## src/rtl/addsub_arbiter.sv

```systemverilog
// addsub_arbiter: one registered N-bit add/sub unit shared by two requester
// lanes. Round-robin grant, valid/ready on both sides, one result per cycle.
module addsub_arbiter #(
    parameter int N = 32
) (
    input  logic         clk,
    input  logic         rst_n,
    input  logic         IN_valid0,
    input  logic         IN_sub0,
    input  logic [N-1:0] IN_dataA0,
    input  logic [N-1:0] IN_dataB0,
    output logic         OUT_ready0,
    input  logic         IN_valid1,
    input  logic         IN_sub1,
    input  logic [N-1:0] IN_dataA1,
    input  logic [N-1:0] IN_dataB1,
    output logic         OUT_ready1,
    output logic         OUT_valid,
    output logic [N-1:0] OUT_data,
    output logic         OUT_carry,
    output logic         OUT_id,
    input  logic         IN_outReady
);

    typedef enum logic {
        EMPTY = 1'b0,
        FULL  = 1'b1
    } out_state_t;

    out_state_t   state;
    logic         prio;
    logic [N-1:0] data_q;
    logic         carry_q;
    logic         id_q;

    logic         slot_free;
    logic         win0;
    logic         win1;
    logic         accept;
    logic         sel_sub;
    logic [N-1:0] sel_a;
    logic [N-1:0] sel_b;
    logic [N-1:0] opnd_b;
    logic [N:0]   sum;

    // Grant: a lone valid lane wins, a contested cycle goes to the favoured lane;
    // readies are gated by reset so nothing is accepted while rst_n is low.
    always_comb begin
        slot_free  = (state == EMPTY) | IN_outReady;
        win0       = IN_valid0 & (~IN_valid1 | ~prio);
        win1       = IN_valid1 & (~IN_valid0 | prio);
        OUT_ready0 = rst_n & slot_free & win0;
        OUT_ready1 = rst_n & slot_free & win1;
        accept     = OUT_ready0 | OUT_ready1;
    end

    // Shared datapath: mux the winning lane, subtract as A + ~B + 1 in N+1 bits.
    always_comb begin
        sel_a   = win1 ? IN_dataA1 : IN_dataA0;
        sel_b   = win1 ? IN_dataB1 : IN_dataB0;
        sel_sub = win1 ? IN_sub1   : IN_sub0;
        opnd_b  = sel_sub ? ~sel_b : sel_b;
        sum     = {1'b0, sel_a} + {1'b0, opnd_b} + {{N{1'b0}}, sel_sub};
    end

    // Output register FSM plus round-robin pointer; the pointer only moves on an
    // accepted grant and always points away from the lane just served.
    always_ff @(posedge clk or negedge rst_n) begin
        if (!rst_n) begin
            state   <= EMPTY;
            prio    <= 1'b0;
            data_q  <= '0;
            carry_q <= 1'b0;
            id_q    <= 1'b0;
        end else begin
            case (state)
                EMPTY: begin
                    if (accept) begin
                        state   <= FULL;
                        data_q  <= sum[N-1:0];
                        carry_q <= sum[N] ^ sel_sub;
                        id_q    <= win1;
                        prio    <= ~win1;
                    end
                end
                FULL: begin
                    if (accept) begin
                        state   <= FULL;
                        data_q  <= sum[N-1:0];
                        carry_q <= sum[N] ^ sel_sub;
                        id_q    <= win1;
                        prio    <= ~win1;
                    end else if (IN_outReady) begin
                        state <= EMPTY;
                    end
                end
                default: state <= EMPTY;
            endcase
        end
    end

    assign OUT_valid = (state == FULL);
    assign OUT_data  = data_q;
    assign OUT_carry = carry_q;
    assign OUT_id    = id_q;

endmodule
```

## config.mk

```make
export PLATFORM = sky130hd
export DESIGN_NAME = addsub_arbiter
export DESIGN_NICKNAME = d
export VERILOG_FILES = /design/src/rtl/addsub_arbiter.sv
export SDC_FILE = /design/constraint.sdc
export NUM_CORES = 1
export LEC_CHECK = 0
export CORE_ASPECT_RATIO = 1.25
export CORE_MARGIN = 2
export CORE_UTILIZATION = 48
export DETAILED_ROUTE_END_ITERATION = 16
export PLACE_DENSITY = 0.95
export SYNTH_ARGS = -nofsm -noshare
export SYNTH_HDL_FRONTEND = slang
export SYNTH_SLANG_ARGS = --single-unit
```

## constraint.sdc

```tcl
create_clock -name clk -period 9.6 [get_ports clk]
set_input_delay 0.96 -clock clk [delete_from_list [all_inputs] [get_ports clk]]
set_output_delay 0.96 -clock clk [all_outputs]
set_load 0.03 [all_outputs]
```

==> qor.log, run 1 <==
qor: outcome.status completed
qor: timing.max_clock_freq 182 MHz
qor: finish.share_of_cells_above_drive_strength_1 3.72%
qor: timing.hold-worst-slack 477 ps
qor: global_routing.grt_pass1_vias 4241
qor: logic_synthesis.synth.yosys.seq_area_share 21.8%
qor: logic_synthesis.seq_cells_post_synth 36
qor: route.drc 0
qor: route.wl 12500 um
qor: global_routing.grt-ovfl-total 0
qor: cts.cts.repair.resized 0
qor: route.vias_per_cell 5.66
qor: finish.antenna_cells_inserted 0
qor: logic_synthesis.syn_nets 718
qor: cts.cts_htree_levels 2
qor: global_routing.groute.usage.overall 26.3%
qor: pwr.power.sequential.fraction 20.4%
qor: floorplanning.initial_utilization 49.8%
qor: floorplanning.dieHeight 108 um
qor: flow_run.maxCapViolCount 0
qor: finish.nNetsFinal 865
qor: critical_path.crit_required 9750 ps
qor: pwr.p_clk_share 8.6%
qor: critical_path.worstPathArrival 5660 ps
qor: cts.clk_pin_slew_worst_paths 80 ps
qor: route.drt_first_pass_iters 5
qor: cts.cts.sinks 36
qor: logic_synthesis.asyncSetResetFlopFracSynth 100%
qor: logic_synthesis.netlist-cell-type-count 54
qor: critical_path.launching_element_type_of_the_critical_path input pin
qor: floorplanning.fp.coreArea 0.00829 sq mm
qor: timing.tightest_slew 1190 ps
qor: global_routing.grt_max_degree 73
qor: route.wire_per_inst 15.7 um
qor: logic_synthesis.synth_top_cell_by_area sky130_fd_sc_hd__dfrtp_1
qor: timing.fin_ws 4100 ps
qor: timing.setup_repair_after_global_routing_missed_its_margin false
qor: finish.postLayoutCellArea 0.00595 sq mm
qor: floorplanning.num_io_pins 172
qor: pwr.comb_power_share 71.1%
qor: place.routabilityCongestion 0.927
qor: finish.synthToLayoutAreaGrowth 44.0%
qor: timing.final_hold_fails 0
qor: timing.finalWorstPathRequiredPeriod 5500 ps
qor: finish.reg_area 901 sq um
qor: pwr.ratio_of_total_power_to_cell_area 216 mW/mm^2
qor: pwr.overall_power 1280 uW
qor: critical_path.endpoint_kind flop
qor: timing.totalNegativeSetupSlack 0 ps
qor: cts.holdBufCountCts 0
qor: logic_synthesis.yosys_most_used_dff sky130_fd_sc_hd__dfrtp_1
qor: cts.clockBufferDepth 2
qor: place.place.port_buffers 171
qor: global_routing.grt_antenna_before_repair 0
qor: place.pre_cts_slack 3850 ps
qor: route.postRouteAntennaNets 0
qor: pwr.power.share.switching 49.0%
qor: critical_path.setup.worst_path.class in -> reg
qor: logic_synthesis.synthesis.instances 551
qor: logic_synthesis.synth.cell_area 0.00413 sq mm
qor: pwr.p_leak 0.00277 uW
qor: pwr.peakVddDrop 86.5 uV
qor: logic_synthesis.post_synthesis_area_per_instance 7.50 sq um
qor: place.dpl-instance-area 0.00586 sq mm
qor: cts.cts.repair_timing.setup_buffer_count 0
qor: cts.cts_buffer_count 5
qor: hold_path.hp-class reg -> reg
qor: logic_synthesis.synth-edff-count 0
qor: place.hpwlAfterDp 10400 um
qor: logic_synthesis.yosys_warnings 0
qor: finish.fillerInstances 664
qor: logic_synthesis.synth.most_common_cell sky130_fd_sc_hd__nand2_1
qor: pwr.p_int 654 uW
qor: timing.relSlewSlack 20.6%
qor: critical_path.crit_path_max_fanout 32
qor: global_routing.grt_first_pass_wirelength 19900 um
qor: logic_synthesis.area_fraction_of_the_dominant_cell_type_after_synthesis 21.8%
qor: route.route.vias.total 4502
qor: floorplanning.core.rowCount 37
qor: cts.root_buffer sky130_fd_sc_hd__clkbuf_8
qor: finish.multi_input_comb_area 0.00307 sq mm
qor: floorplanning.dieArea 0.00937 sq mm
qor: pwr.power_switching 628 uW
qor: timing.finClkSkew 2.86 ps
qor: route.initialDrtViolationCount 285
qor: timing.final-max-slew-violation-count 0
qor: timing.final_min_period_over_clock_period 57.3%
qor: logic_synthesis.netlist_top_cells_count sky130_fd_sc_hd__nand2_1 (145), sky130_fd_sc_hd__xor2_1 (44), sky130_fd_sc_hd__dfrtp_1 (36)
qor: floorplanning.fp.dieW 87.0 um
qor: cts.tritoncts built
qor: cts.worstSkewPairLatency 280 ps
qor: timing.setup_violations 0
qor: logic_synthesis.synth_area_leaders sky130_fd_sc_hd__dfrtp_1 (22%), sky130_fd_sc_hd__nand2_1 (13%), sky130_fd_sc_hd__ha_1 (9.4%)
-- flip-flops by register name, indices dropped and copies added (netlist names) --
signal     flops
OUT_data      32
OUT_carry      1
OUT_id         1
OUT_valid      1
prio           1
-- power groups by stage --
stage               sequential (uW)  combinational (uW)  clock (uW)
floorplan                       393                 450           0
global placement                262                 882           0
detailed placement              265                 899           0
CTS                             262                 903         110
global route                    269                 978         116
finish                          261                 911         110
-- stage by stage --
step / cells / util (%)
after global placement: 788 / 70.7
final: 796 / 71.8
after detailed placement: 788 / 70.7
after CTS: 796 / 71.8
after floorplan: 551 / -
after global routing: 796 / 71.8
-- layer usage --
layer,track usage [%],routed length (um),vias to the layer above
li1,-,-,2210
met1,33.6,5150,2091
met2,45.8,6380,174
met3,2.91,700,27
met4,7.81,284,0
met5,0,0,-
-- final timing paths --
kind	start	endpoint	slack (ps)	cells past startpoint
max	IN_valid0	OUT_data[21]	4100	15
max reg2reg	prio	OUT_data[21]	4840	14
min in group asynchronous	rst_n	OUT_id	770	1
max in group asynchronous	rst_n	OUT_data[22]	8300	1
min reg2reg	OUT_data[0]	OUT_data[0]	480	2
min	OUT_data[0]	OUT_data[0]	480	2
-- cell type report --
class | count | area share (%)
timing repair buffer | 174 | 29.1
clock buffer | 5 | 1.16
multi-input combinational | 470 | 51.6
inverter | 11 | 0.694
clock inverter | 3 | 0.316
tap | 97 | 2.04
sequential | 36 | 15.1
-- worst max-delay path: stages --
cell and delay [ps]:
sky130_fd_sc_hd__clkdlybuf4s50_1 480, sky130_fd_sc_hd__nand2b_1 170, sky130_fd_sc_hd__and2_1 940, sky130_fd_sc_hd__mux2i_4 350, sky130_fd_sc_hd__buf_4 460, sky130_fd_sc_hd__xor2_1 220
sky130_fd_sc_hd__ha_1 310, sky130_fd_sc_hd__a21o_1 190, sky130_fd_sc_hd__and3_1 190, sky130_fd_sc_hd__nor3b_1 400, sky130_fd_sc_hd__a21oi_2 160, sky130_fd_sc_hd__a211oi_2 400
sky130_fd_sc_hd__o21ai_1 170, sky130_fd_sc_hd__xnor2_1 170, sky130_fd_sc_hd__o21ai_1 70
-- layout by cell type (no fill, tap or decap), types with 3 or more instances in the layout --
master	instances
sky130_fd_sc_hd__dfrtp_1	36
sky130_fd_sc_hd__xor2_1	44
sky130_fd_sc_hd__and3_1	9
sky130_fd_sc_hd__o21ai_1	21
sky130_fd_sc_hd__nor3_1	5
sky130_fd_sc_hd__buf_4	3
sky130_fd_sc_hd__nor3b_1	3
sky130_fd_sc_hd__ha_1	31
sky130_fd_sc_hd__nand4_1	14
sky130_fd_sc_hd__nand3_1	7
sky130_fd_sc_hd__a21o_1	15
sky130_fd_sc_hd__nor2b_1	3
sky130_fd_sc_hd__a21oi_1	29
sky130_fd_sc_hd__clkdlybuf4s50_1	170
sky130_fd_sc_hd__and2_1	5
sky130_fd_sc_hd__xnor2_1	16
sky130_fd_sc_hd__o21bai_1	4
sky130_fd_sc_hd__a31oi_1	5
sky130_fd_sc_hd__nand2_1	144
sky130_fd_sc_hd__mux2i_1	32
sky130_fd_sc_hd__nand2b_1	5
sky130_fd_sc_hd__clkbuf_8	5
sky130_fd_sc_hd__o211ai_1	3
sky130_fd_sc_hd__o21ai_0	22
sky130_fd_sc_hd__nor2_1	16
sky130_fd_sc_hd__inv_1	10
-- logic make-up (layout without fill, tap and decap cells) --
logic type	after synthesis	count (layout)	share of synthesized area [%]
xor+xnor	60	60	12.7
simple gates	216	216	22.8
flops	36	36	21.8
mux	33	33	8.00
buf+inv	45	193	4.57
fa+ha+maj	32	32	9.88
compound gates	129	129	20.2
Note: power is estimated with default switching activity, not from simulation.
==> run 2: changes to the inputs <==
CORE_UTILIZATION = 40   (was 48)
PLACE_DENSITY = 0.86   (was 0.95)
clock period = 5 ns   (was 9.6 ns; I/O delays follow)
==> qor.log, run 2 (synthesis results as in run 1) <==
qor: timing.final-max-slew-violation-count 0
qor: floorplanning.initial_utilization 41.1%
qor: cts.cts.sinks 36
qor: route.drt_first_pass_iters 5
qor: finish.layout.cells.most_common sky130_fd_sc_hd__clkdlybuf4s50_1
qor: pwr.peakVddDrop 201 uV
qor: global_routing.groute.usage.overall 23.6%
qor: place.pre_cts_slack 406 ps
qor: global_routing.grt_first_pass_wirelength 21400 um
qor: finish.largest_reg_flops 32
qor: floorplanning.fp.dieW 94.9 um
qor: global_routing.grt_max_degree 41
qor: finish.layoutNonFillerInstCount 835
qor: timing.max_clock_freq 232 MHz
qor: pwr.power_switching 1220 uW
qor: pwr.power.sequential.fraction 19.4%
qor: finish.antenna_cells_inserted 0
qor: cts.cts_buffer_count 5
qor: floorplanning.core.rowCount 41
qor: critical_path.setup.worst_path.class in -> reg
qor: critical_path.endpoint_kind flop
qor: global_routing.grt_pass1_vias 4474
qor: place.routabilityCongestion 0.953
qor: timing.setup_violations 0
qor: place.hpwlAfterDp 10900 um
qor: flow_run.maxCapViolCount 0
qor: pwr.p_int 1400 uW
qor: timing.final_min_period_over_clock_period 86.1%
qor: global_routing.grt-ovfl-total 0
qor: critical_path.worstPathArrival 4460 ps
qor: pwr.p_clk_share 13.6%
qor: timing.final_hold_fails 0
qor: hold_path.hp-class in -> async
qor: cts.holdBufCountCts 0
qor: critical_path.launching_element_type_of_the_critical_path input pin
qor: critical_path.worstPathCellList clkdlybuf4s50_1 -> nand2b_1 -> and2_1 -> mux2i_4 -> buf_4 -> xor2_1 -> ha_1 -> a21o_1 -> a221oi_1 -> o22a_1 -> o21ai_2 -> a221o_1 -> a211oi_2 -> o31ai_1
qor: cts.cts.repair_timing.setup_buffer_count 0
qor: floorplanning.dieArea 0.0112 sq mm
qor: cts.root_buffer sky130_fd_sc_hd__clkbuf_16
qor: cts.clk_pin_slew_worst_paths 60 ps
qor: critical_path.cp_slowest_cell sky130_fd_sc_hd__mux2i_4
qor: route.initialDrtViolationCount 240
qor: cts.cts_htree_levels 2
qor: critical_path.r2r_slack 1020 ps
qor: global_routing.grt_antenna_before_repair 0
qor: pwr.power.share.switching 46.4%
qor: route.drc 0
qor: route.wl 13000 um
qor: floorplanning.fp.coreArea 0.0101 sq mm
qor: finish.final_cell_mix sky130_fd_sc_hd__clkdlybuf4s50_1 (170), sky130_fd_sc_hd__nand2_1 (144), sky130_fd_sc_hd__xor2_1 (44), sky130_fd_sc_hd__dfrtp_1 (36), sky130_fd_sc_hd__mux2i_1 (32)
qor: floorplanning.num_io_pins 172
qor: pwr.ratio_of_total_power_to_cell_area 427 mW/mm^2
qor: route.wire_per_inst 15.5 um
qor: finish.share_of_cells_above_drive_strength_1 4.67%
qor: cts.clockBufferDepth 2
qor: floorplanning.dieHeight 118 um
qor: cts.worstSkewPairLatency 280 ps
qor: critical_path.crit_path_max_fanout 15
qor: place.placed_cells 827
qor: timing.totalNegativeSetupSlack 0 ps
qor: timing.setup_repair_after_global_routing_missed_its_margin false
qor: pwr.p_leak 0.00284 uW
qor: cts.tritoncts built
qor: critical_path.crit_required 5150 ps
qor: finish.synthToLayoutAreaGrowth 48.5%
qor: timing.finClkSkew 2.86 ps
qor: place.place.port_buffers 171
qor: timing.fin_ws 697 ps
qor: pwr.comb_power_share 66.9%
qor: finish.fillerInstances 937
qor: pwr.overall_power 2620 uW
qor: outcome.status completed
qor: finish.nNetsFinal 872
qor: cts.cts.repair.resized 0
qor: timing.relSlewSlack 43.4%
qor: timing.tightest_slew 850 ps
qor: timing.finalWorstPathRequiredPeriod 4300 ps
qor: critical_path.highest_cell_delay_on_the_worst_timing_path 700 ps
qor: route.route.vias.total 4491
qor: route.vias_per_cell 5.38
qor: route.postRouteAntennaNets 0
-- run 2: cell count changes in the layout (fill, tap and decap cells not counted) --
cell / before / now
sky130_fd_sc_hd__buf_4: 3 / 9
sky130_fd_sc_hd__clkbuf_16: 0 / 5
sky130_fd_sc_hd__clkbuf_8: 5 / 0
sky130_fd_sc_hd__buf_12: 0 / 1
sky130_fd_sc_hd__bufinv_16: 0 / 1
sky130_fd_sc_hd__clkinv_2: 2 / 1
sky130_fd_sc_hd__clkinv_4: 1 / 0
sky130_fd_sc_hd__clkinvlp_4: 0 / 1
-- run 2: metrics by stage --
step / utilization, % / hold WS, ps / cell area, sq um
after floorplan: - / 204 / 4130
after global placement: 59.3 / 464 / 5960
after global routing: 61.0 / 398 / 6130
after detailed placement: 59.3 / 470 / 5960
after CTS: 61.0 / 357 / 6130
final: 61.0 / 325 / 6130
-- run 2: metal layers --
layer | GRT usage (%) | vias to the layer above | part of all wire (%)
li1 | - | 2231 | -
met5 | 0 | - | 0
met3 | 2.18 | 29 | 5.4
met1 | 29.9 | 2051 | 41
met2 | 40.8 | 180 | 50
met4 | 9.06 | 0 | 3.2
-- run 2: final timing paths --
check / startpoint / to / cells past startpoint
max: IN_valid0 / OUT_data[28] / 14
min: rst_n / prio / 1
max reg2reg: prio / OUT_data[28] / 13
min reg2reg: OUT_data[11] / OUT_data[11] / 2
max in group asynchronous: rst_n / OUT_data[29] / 1
min in group clk: OUT_data[11] / OUT_data[11] / 2
-- run 2: layout make-up --
| type | instances | area, sq um | share of cell area (%) |
|---|---|---|---|
| well taps | 129 | 161 | 2.63 |
| multi-input cells | 470 | 3070 | 50.0 |
| flip-flops and latches | 36 | 901 | 14.7 |
| clock buffers | 5 | 125 | 2.04 |
| inverters | 11 | 41.3 | 0.673 |
| clock inverters | 3 | 42.5 | 0.694 |
| repair buffers | 181 | 1790 | 29.3 |
-- run 2: critical path: cells and delay by family --
kind | cells | cell delay, ps
buffers and inverters | 2 | 740
adder cells (fa/ha/maj) | 1 | 360
AND/OR/NAND/NOR | 2 | 420
XOR/XNOR | 1 | 180
multiplexers | 1 | 700
AO/OA/AOI/OAI | 7 | 1550
-- run 2: power groups by stage --
stage                     logic, uW  clock network [uW]  registers, uW
after floorplan                 864                   0            755
after global placement         1710                   0            509
after detailed placement       1740                   0            516
after CTS                      1740                 360            511
after global routing           1890                 375            526
final                          1750                 357            508
==> run 3: changes to the inputs <==
CAP_MARGIN = 20   (was not set)
CORE_UTILIZATION = 44   (was 40)
CTS_CLUSTER_SIZE = 14   (was not set)
PLACE_DENSITY = 0.89   (was 0.86)
clock period = 4.1 ns   (was 5 ns; I/O delays follow)
==> qor.log, run 3 (synthesis results as in run 1) <==
qor: finish.antenna_cells_inserted 0
qor: timing.totalNegativeSetupSlack 0 ps
qor: global_routing.grt.met1_usage 32.9%
qor: pwr.power.sequential.fraction 19.3%
qor: route.drc 0
qor: timing.finalWorstPathRequiredPeriod 3810 ps
qor: route.postRouteAntennaNets 0
qor: finish.fillerInstances 772
qor: finish.layout.cells.most_common sky130_fd_sc_hd__clkdlybuf4s50_1
qor: route.wire_per_inst 15.3 um
qor: global_routing.groute.usage.overall 25.1%
qor: critical_path.crit_path_max_fanout 32
qor: critical_path.endpoint_kind flop
qor: pwr.comb_power_share 68.6%
qor: cts.cts_htree_levels 2
qor: timing.tightest_slew 545 ps
qor: pwr.power_switching 1490 uW
qor: timing.final_hold_fails 0
qor: cts.cts.sinks 36
qor: floorplanning.initial_utilization 45.3%
qor: route.wl 12900 um
qor: place.placed_cells 837
qor: critical_path.worstPathArrival 3970 ps
qor: finish.layoutNonFillerInstCount 845
qor: critical_path.setup.worst_path.class in -> reg
qor: route.drt_first_pass_iters 6
qor: cts.worstSkewPairLatency 280 ps
qor: timing.final-max-slew-violation-count 0
qor: cts.clockBufferDepth 2
qor: global_routing.grt_antenna_before_repair 0
qor: place.place.port_buffers 171
qor: pwr.peakVddDrop 188 uV
qor: route.route.vias.total 4551
qor: timing.final_min_period_over_clock_period 92.9%
qor: pwr.power.share.switching 46.2%
qor: global_routing.globalRouteMet3Util 1.81%
qor: timing.relSlewSlack 63.6%
qor: global_routing.grt_pass1_vias 4489
qor: finish.largest_reg_flops 32
qor: outcome.status completed
qor: floorplanning.num_io_pins 172
qor: floorplanning.fp.coreArea 0.00913 sq mm
qor: finish.postLayoutCellArea 0.00625 sq mm
qor: floorplanning.fp.dieW 90.7 um
qor: finish.final_cell_mix sky130_fd_sc_hd__clkdlybuf4s50_1 (170), sky130_fd_sc_hd__nand2_1 (144), sky130_fd_sc_hd__xor2_1 (44), sky130_fd_sc_hd__dfrtp_1 (36), sky130_fd_sc_hd__mux2i_1 (32)
qor: timing.setup_repair_after_global_routing_missed_its_margin false
qor: cts.tritoncts built
qor: finish.share_of_cells_above_drive_strength_1 6.65%
qor: place.pre_cts_slack 24.6 ps
qor: cts.root_buffer sky130_fd_sc_hd__clkbuf_16
qor: timing.setup_violations 0
qor: critical_path.launching_element_type_of_the_critical_path input pin
qor: route.vias_per_cell 5.39
qor: timing.fin_ws 290 ps
qor: place.hpwlAfterDp 10900 um
qor: critical_path.crit_required 4260 ps
qor: flow_run.maxCapViolCount 0
qor: pwr.overall_power 3230 uW
qor: floorplanning.core.rowCount 39
qor: floorplanning.dieHeight 112 um
qor: hold_path.hp-class reg -> reg
qor: floorplanning.dieArea 0.0102 sq mm
qor: route.initialDrtViolationCount 318
qor: cts.cts_buffer_count 5
qor: global_routing.grt_first_pass_wirelength 21200 um
qor: pwr.p_clk_share 12.2%
qor: finish.synthToLayoutAreaGrowth 51.4%
qor: cts.cts.repair.resized 0
qor: place.dpl-instance-area 0.00609 sq mm
qor: global_routing.global_route.usage.met2 44.7%
qor: pwr.ratio_of_total_power_to_cell_area 516 mW/mm^2
qor: place.routabilityCongestion 0.957
qor: finish.nNetsFinal 889
qor: global_routing.grt_max_degree 43
qor: global_routing.gr-max-usage-layer met2
qor: pwr.p_leak 0.00292 uW
qor: pwr.p_int 1740 uW
qor: global_routing.grt-ovfl-total 0
qor: cts.clk_pin_slew_worst_paths 50 ps
qor: timing.finClkSkew 7.36 ps
qor: timing.max_clock_freq 262 MHz
==> run 3: cell count changes in the layout (fill, tap and decap cells not counted) <==
cell	before	now
sky130_fd_sc_hd__buf_4	9	24
sky130_fd_sc_hd__clkbuf_8	0	2
sky130_fd_sc_hd__buf_12	1	2
sky130_fd_sc_hd__bufinv_16	1	0
sky130_fd_sc_hd__clkinv_2	1	0
sky130_fd_sc_hd__clkinvlp_4	1	0
sky130_fd_sc_hd__dlygate4sd3_1	0	1
==> run 3: area by class of cell <==
type                       instances  area [sq um]  share of cell area, %
tap                              123           154                   2.46
inverter                          11          41.3                  0.660
timing repair buffer             198          1940                   31.0
sequential                        36           901                   14.4
clock buffer                       7           153                   2.44
multi-input combinational        470          3070                   49.0
==> run 3: routing by layer <==
layer	share of wire [%]	vias up	routed length, um
met5	0	-	0
met2	51	180	6520
met1	42	2102	5430
li1	-	2252	-
met3	6.0	17	768
met4	1.4	0	180
==> run 3: final timing paths <==
path                            depth (start not counted)  slack (ps)            to          from
worst max-delay path                                   15         290  OUT_data[21]     IN_valid0
worst min-delay path                                    2         480  OUT_data[15]  OUT_data[15]
worst max register to register                         14         430  OUT_data[21]          prio
worst min register to register                          2         480  OUT_data[15]  OUT_data[15]
max in group asynchronous                               3        2980  OUT_data[26]         rst_n
min in group asynchronous                               2         490          prio         rst_n
==> run 3: repair_timing <==
action,in CTS,in global routing
hold endpoints to repair,5,0
setup buffers,0,0
hold buffers,1,0
==> run 3: power by group through the flow <==
stage,clock [uW],combinational (uW),sequential [uW]
floorplan,0,1050,920
global placement,0,2150,625
detailed placement,0,2190,628
CTS,395,2200,625
global route,406,2380,643
finish,393,2210,621
==> run 3: stage by stage <==
stage,hold slack (ps),util [%]
after detailed placement,252,66.7
final,479,68.5
after CTS,486,68.5
after floorplan,114,-
after global placement,244,66.7
after global routing,518,68.5
==> run 3: critical path: stages <==
cell and delay (ps):
sky130_fd_sc_hd__clkdlybuf4s50_1 410, sky130_fd_sc_hd__nand2b_1 160, sky130_fd_sc_hd__and2_1 230, sky130_fd_sc_hd__mux2i_4 270, sky130_fd_sc_hd__buf_12 240, sky130_fd_sc_hd__xor2_1 210
sky130_fd_sc_hd__ha_1 320, sky130_fd_sc_hd__a21o_1 200, sky130_fd_sc_hd__and3_1 200, sky130_fd_sc_hd__nor3b_1 370, sky130_fd_sc_hd__a21oi_2 150, sky130_fd_sc_hd__a211oi_2 370
sky130_fd_sc_hd__o21ai_1 180, sky130_fd_sc_hd__xnor2_1 170, sky130_fd_sc_hd__o21ai_1 70
==> RTL edit 1 (config.mk and constraints of run 3) <==
Reset style: synchronous (`rst_n`), changed in one clocked block.
--- a/src/rtl/addsub_arbiter.sv
+++ b/src/rtl/addsub_arbiter.sv
@@ -65,7 +65,7 @@
 
     // Output register FSM plus round-robin pointer; the pointer only moves on an
     // accepted grant and always points away from the lane just served.
-    always_ff @(posedge clk or negedge rst_n) begin
+    always_ff @(posedge clk) begin
         if (!rst_n) begin
             state   <= EMPTY;
             prio    <= 1'b0;
Behaviour: differs if rst_n is asserted again (counterexample within 4 cycles, from zero or initial values and one cycle with rst_n low); with rst_n held inactive, the same outputs for 10 cycles.
==> RTL edit 1 against run 3 <==
Power is 27% lower. Sequential share of layout area is 3.0 points lower. Wire length is 3.9% lower. Clock skew is 0.0051 ns lower. Final area is 1.1% higher. Sequential cell count stayed put. Non-clock buffer count is 6 higher. Synthesized area is 0.45% lower. Combinational power is 32% lower. Register-to-register slack better by 0.15 ns. Sequential power is 25% lower. Setup slack better by 0.091 ns. First-iteration DRC count is 44% lower.
==> RTL edit 1: results (changes against run 3) <==
<table>
<tr><th>Metric</th><th>Value</th></tr>
<tr><th colspan="2">Status</th></tr>
<tr><td>Run status</td><td>complete, no violations</td></tr>
<tr><th colspan="2">Yosys</th></tr>
<tr><td>Yosys cell types</td><td>60 (+11%)</td></tr>
<tr><td>Most common library cells after synthesis</td><td>xor2_1, nand2_1, dfxtp_1, o21ai_0, mux2i_1</td></tr>
<tr><td>Mean Syn Cell Area</td><td>8.17 um2 (+9.0%)</td></tr>
<tr><td>Share of synthesized flip-flops with an asynchronous set or reset</td><td>0 (-1.00)</td></tr>
<tr><td>Top_reg_cell synth</td><td>dfxtp_1</td></tr>
<tr><td>Seq/Total Area, Yosys</td><td>0.175 (-0.0428)</td></tr>
<tr><td>Area contributors post-synth</td><td>dfxtp_1, ha_1, xor2_1</td></tr>
<tr><th colspan="2">Global routing</th></tr>
<tr><td>Maximum number of pins on one net before global-route repair</td><td>40 (-7.0%)</td></tr>
<tr><td>Total routing usage reported by global routing</td><td>0.247 (-0.00403)</td></tr>
<tr><td>Via count of the first global-routing pass</td><td>4,665 (+3.9%)</td></tr>
<tr><th colspan="2">Placement</th></tr>
<tr><td>Routability-driven placement congestion ratio</td><td>0.878 (-8.3%)</td></tr>
<tr><td>Placed Cells incl. Taps</td><td>802 (-4.2%)</td></tr>
<tr><td>Worst setup timing slack at the placement stage</td><td>0.107 ns (+0.0819 ns)</td></tr>
<tr><td>HPWL reported at the end of detailed placement</td><td>10.2 mm (-6.6%)</td></tr>
<tr><th colspan="2">Drt</th></tr>
<tr><td>Drt initial violations</td><td>178 (-44%)</td></tr>
<tr><td>Post-detailed-route wirelength per cell</td><td>15.3 um (+0.21%)</td></tr>
<tr><td>First drt pass iteration count</td><td>4 (-2)</td></tr>
<tr><td>Via Count</td><td>4,468 (-1.8%)</td></tr>
<tr><th colspan="2">Worst setup path</th></tr>
<tr><td>Worst-path maximum fanout</td><td>4 (-88%)</td></tr>
<tr><td>Critical Path AT</td><td>3.94 ns (-0.03 ns)</td></tr>
<tr><td>Critical Path Max Stage Delay</td><td>0.48 ns (+0.07 ns)</td></tr>
<tr><th colspan="2">Power and ir drop</th></tr>
<tr><td>Design internal power</td><td>1.38 mW (-20%)</td></tr>
<tr><td>Maximum vdd ir drop</td><td>0.231 mV (+23%)</td></tr>
<tr><td>P_leak</td><td>2.73 nW (-6.6%)</td></tr>
<tr><th colspan="2">Finish</th></tr>
<tr><td>Post-layout nets</td><td>853 (-4.0%)</td></tr>
<tr><td>Fraction of final layout cells with drive strength greater than 1</td><td>0.128 (+0.0616)</td></tr>
<tr><th colspan="2">Timing</th></tr>
<tr><td>Slew HR</td><td>0.440 (-0.196)</td></tr>
</table>
RTL edit 1: layer usage:
layer,vias to the layer above,track usage,part of all wire
met5,-,0,0
met4,0,0.0574,0.015
met3,17,0.0463,0.049
met2,136,0.498,0.56
met1,2104,0.259,0.37
li1,2211,-,-
RTL edit 1: layout make-up:
class	instances	area [um2]	share of cell area
clock buffers	7	143	0.0226
multi-input cells	430	3280	0.519
clock inverters	1	7.51	0.00119
repair buffers	204	1980	0.314
well taps	123	154	0.0243
inverters	9	33.8	0.00534
flip-flops and latches	36	721	0.114
RTL edit 1: worst paths after layout:
| kind | start | to | slack (ns) |
|---|---|---|---|
| worst max register to register | prio | OUT_data[30] | 0.58 |
| worst min register to register | OUT_data[2] | OUT_data[2] | 0.46 |
| worst max-delay path | IN_valid0 | OUT_data[30] | 0.38 |
| worst min-delay path | OUT_data[2] | OUT_data[2] | 0.46 |
RTL edit 1: critical path: cells and delay by family:
| family | cells | cell delay, ns |
|---|---|---|
| simple gates | 5 | 0.98 |
| xor+xnor | 1 | 0.25 |
| compound gates | 5 | 0.98 |
| buf+inv | 2 | 0.57 |
| mux | 1 | 0.30 |
| fa+ha+maj | 1 | 0.43 |
RTL edit 1: cell families (layout without fill, tap and decap cells):
kind of cell    after synthesis  after routing  synth area share
flops                        36             36             0.175
buf+inv                      37            221            0.0344
mux                          65             65             0.168
xor+xnor                     55             55             0.117
simple gates                144            144             0.183
compound gates              134            134             0.223
fa+ha+maj                    32             32            0.0992
RTL edit 1: power by group through the flow:
stage	Sequential (mW)	Combinational (mW)	Clock (mW)
2_1_floorplan	0.609	0.794	0
3_3_place_gp	0.471	1.45	0
3_5_place_dp	0.474	1.48	0
4_1_cts	0.467	1.50	0.396
5_1_grt	0.477	1.64	0.412
6_report	0.468	1.50	0.395
RTL edit 1: per-stage QoR:
| step | utilization | hold slack, ns | area, um2 | power, mW |
|---|---|---|---|---|
| 3_5_place_dp | 0.677 | 0.458 | 6170 | 1.96 |
| 6_report | 0.693 | 0.464 | 6320 | 2.36 |
| 3_3_place_gp | 0.677 | 0.447 | 6170 | 1.92 |
| 4_1_cts | 0.693 | 0.465 | 6320 | 2.36 |
| 5_1_grt | 0.693 | 0.488 | 6320 | 2.53 |
| 2_1_floorplan | - | 0.486 | 4110 | 1.40 |
==> RTL edit 2 (config.mk and constraints of run 3) <==
Made on the original files. Set the parameter `N` to 16 (it was 32).
--- a/src/rtl/addsub_arbiter.sv
+++ b/src/rtl/addsub_arbiter.sv
@@ -1,7 +1,7 @@
 // addsub_arbiter: one registered N-bit add/sub unit shared by two requester
 // lanes. Round-robin grant, valid/ready on both sides, one result per cycle.
 module addsub_arbiter #(
-    parameter int N = 32
+    parameter int N = 16
 ) (
     input  logic         clk,
     input  logic         rst_n,
Interface: changed (5 resized); port bits go from 172 to 92. The function was not compared with the original's and may differ.
==> RTL edit 2 against run 3 <==
Setup slack improved by 0.37 ns. Power decreased by 54%. Maximum frequency increased by 11%. Sequential cell count decreased by 16. Synthesized area decreased by 47%. Core utilization decreased by 0.40 points. Wire length decreased by 54%. Sequential share of layout area increased by 1.0 points. Final area decreased by 48%. Critical path type unchanged. Largest cell class unchanged.
==> RTL edit 2: results (changes against run 3) <==
<table>
<tr><th>Metric</th><th>Value</th></tr>
<tr><th colspan="2">Status</th></tr>
<tr><td>Run status</td><td>complete, no violations</td></tr>
<tr><th colspan="2">Finish</th></tr>
<tr><td>Proportion of cell area occupied by multi-input gates</td><td>0.496 (+0.00527)</td></tr>
<tr><td>Clock buffer instance count of the final layout</td><td>4 (-3)</td></tr>
<tr><td>Non-clock buffers, area share</td><td>0.301 (-0.00909)</td></tr>
<tr><td>Number of logic inverters in the finished layout</td><td>8 (-3)</td></tr>
<tr><td>Post-layout nets</td><td>459 (-48%)</td></tr>
<tr><td>Total number of multi-input combinational cells</td><td>241 (-49%)</td></tr>
<tr><td>Post-Layout Cell Count</td><td>431 (-49%)</td></tr>
<tr><td>Flip-flop count of the largest register after layout</td><td>16 (-50%)</td></tr>
<tr><th colspan="2">Drt</th></tr>
<tr><td>Total wirelength of the detailed-routed design</td><td>5.89 mm (-54%)</td></tr>
<tr><td>Met3 routed wirelength</td><td>310 um (-60%)</td></tr>
<tr><td>Wire length on met1</td><td>2.38 mm (-56%)</td></tr>
<tr><td>Drt initial violations</td><td>132 (-58%)</td></tr>
<tr><th colspan="2">Timing</th></tr>
<tr><td>Actual transition at the worst max-transition pin</td><td>1.00 ns (+0.459 ns)</td></tr>
<tr><th colspan="2">Yosys</th></tr>
<tr><td>Net count of the mapped netlist</td><td>369 (-49%)</td></tr>
<tr><td>Count of state elements after synthesis</td><td>20 (-44%)</td></tr>
<tr><th colspan="2">Placement</th></tr>
<tr><td>Routability-driven placement congestion ratio</td><td>0.902 (-5.8%)</td></tr>
<tr><td>Number of buffers inserted by port buffering</td><td>91 (-47%)</td></tr>
<tr><td>Placed Cells incl. Taps</td><td>427 (-49%)</td></tr>
<tr><th colspan="2">Global routing</th></tr>
<tr><td>Global routing usage on met3</td><td>0.0122 (-0.00593)</td></tr>
<tr><td>Fraction of met2 tracks used by global routing</td><td>0.393 (-0.0539)</td></tr>
<tr><td>Total routing usage reported by global routing</td><td>0.224 (-0.0270)</td></tr>
<tr><td>Met1 routing resource usage after global routing</td><td>0.283 (-0.0457)</td></tr>
<tr><td>Maximum number of pins on one net before global-route repair</td><td>33 (-23%)</td></tr>
<tr><td>Global-route wire length before repair</td><td>10.1 mm (-52%)</td></tr>
<tr><th colspan="2">Clock tree</th></tr>
<tr><td>Root Buffer</td><td>clkbuf_8</td></tr>
<tr><td>Clock buffers created by TritonCTS</td><td>3 (-2)</td></tr>
<tr><td>CTS clk-pin slew, worst paths</td><td>0.08 ns (+0.03 ns)</td></tr>
<tr><th colspan="2">Die</th></tr>
<tr><td>CORE AREA</td><td>4760 um2 (-48%)</td></tr>
<tr><th colspan="2">Worst setup path</th></tr>
<tr><td>Critical Path AT</td><td>3.59 ns (-0.38 ns)</td></tr>
<tr><th colspan="2">Power and ir drop</th></tr>
<tr><td>P_leak</td><td>1.52 nW (-48%)</td></tr>
</table>
[RTL edit 2: cell types whose count changed in the layout (fill, tap and decap cells not counted), moves of 18 or more]
cell	change
a21oi_1	-18
buf_4	-18
clkdlybuf4s50_1	-79
nand2_1	-72
o21ai_1	-20
xor2_1	-23
[RTL edit 2: final timing paths]
kind,start,to,slack [ns],depth (start not counted)
max reg2reg,prio,OUT_data[14],0.88,13
max in group asynchronous,rst_n,OUT_data[12],3.38,2
min in group asynchronous,rst_n,OUT_data[0],0.50,2
min,OUT_data[0],OUT_data[0],0.49,2
min reg2reg,OUT_data[0],OUT_data[0],0.49,2
max,IN_valid0,OUT_data[14],0.66,14
[RTL edit 2: cell families after synthesis]
logic type,Yosys count,share of synthesized area
buf+inv,21,0.0448
compound gates,66,0.208
flops,20,0.227
fa+ha+maj,16,0.0942
xor+xnor,22,0.0874
simple gates,120,0.256
mux,17,0.0829
[RTL edit 2: through the flow]
| stage | utilization | worst slack [ns] |
|---|---|---|
| floorplan | - | 1.08 |
| global placement | 0.670 | 0.523 |
| detailed placement | 0.670 | 0.394 |
| CTS | 0.681 | 0.674 |
| global route | 0.681 | 0.371 |
| finish | 0.681 | 0.662 |
[RTL edit 2: report_power, final]
group | switching, mW | internal [mW]
combinational | 0.555 | 0.448
sequential | 0.0496 | 0.278
clock | 0.0672 | 0.0856
[RTL edit 2: worst max-delay path: stages]
cell and delay, ns:
clkdlybuf4s50_1 0.56, nand2b_2 0.12, nand2_1 0.12, buf_12 0.21, mux2i_1 0.23, xor2_1 0.22
inv_1 0.09, fa_1 0.44, nor2b_1 0.18, o2111ai_1 0.16, and4_4 0.23, nor4b_1 0.40
o21ai_0 0.12, o311ai_0 0.09
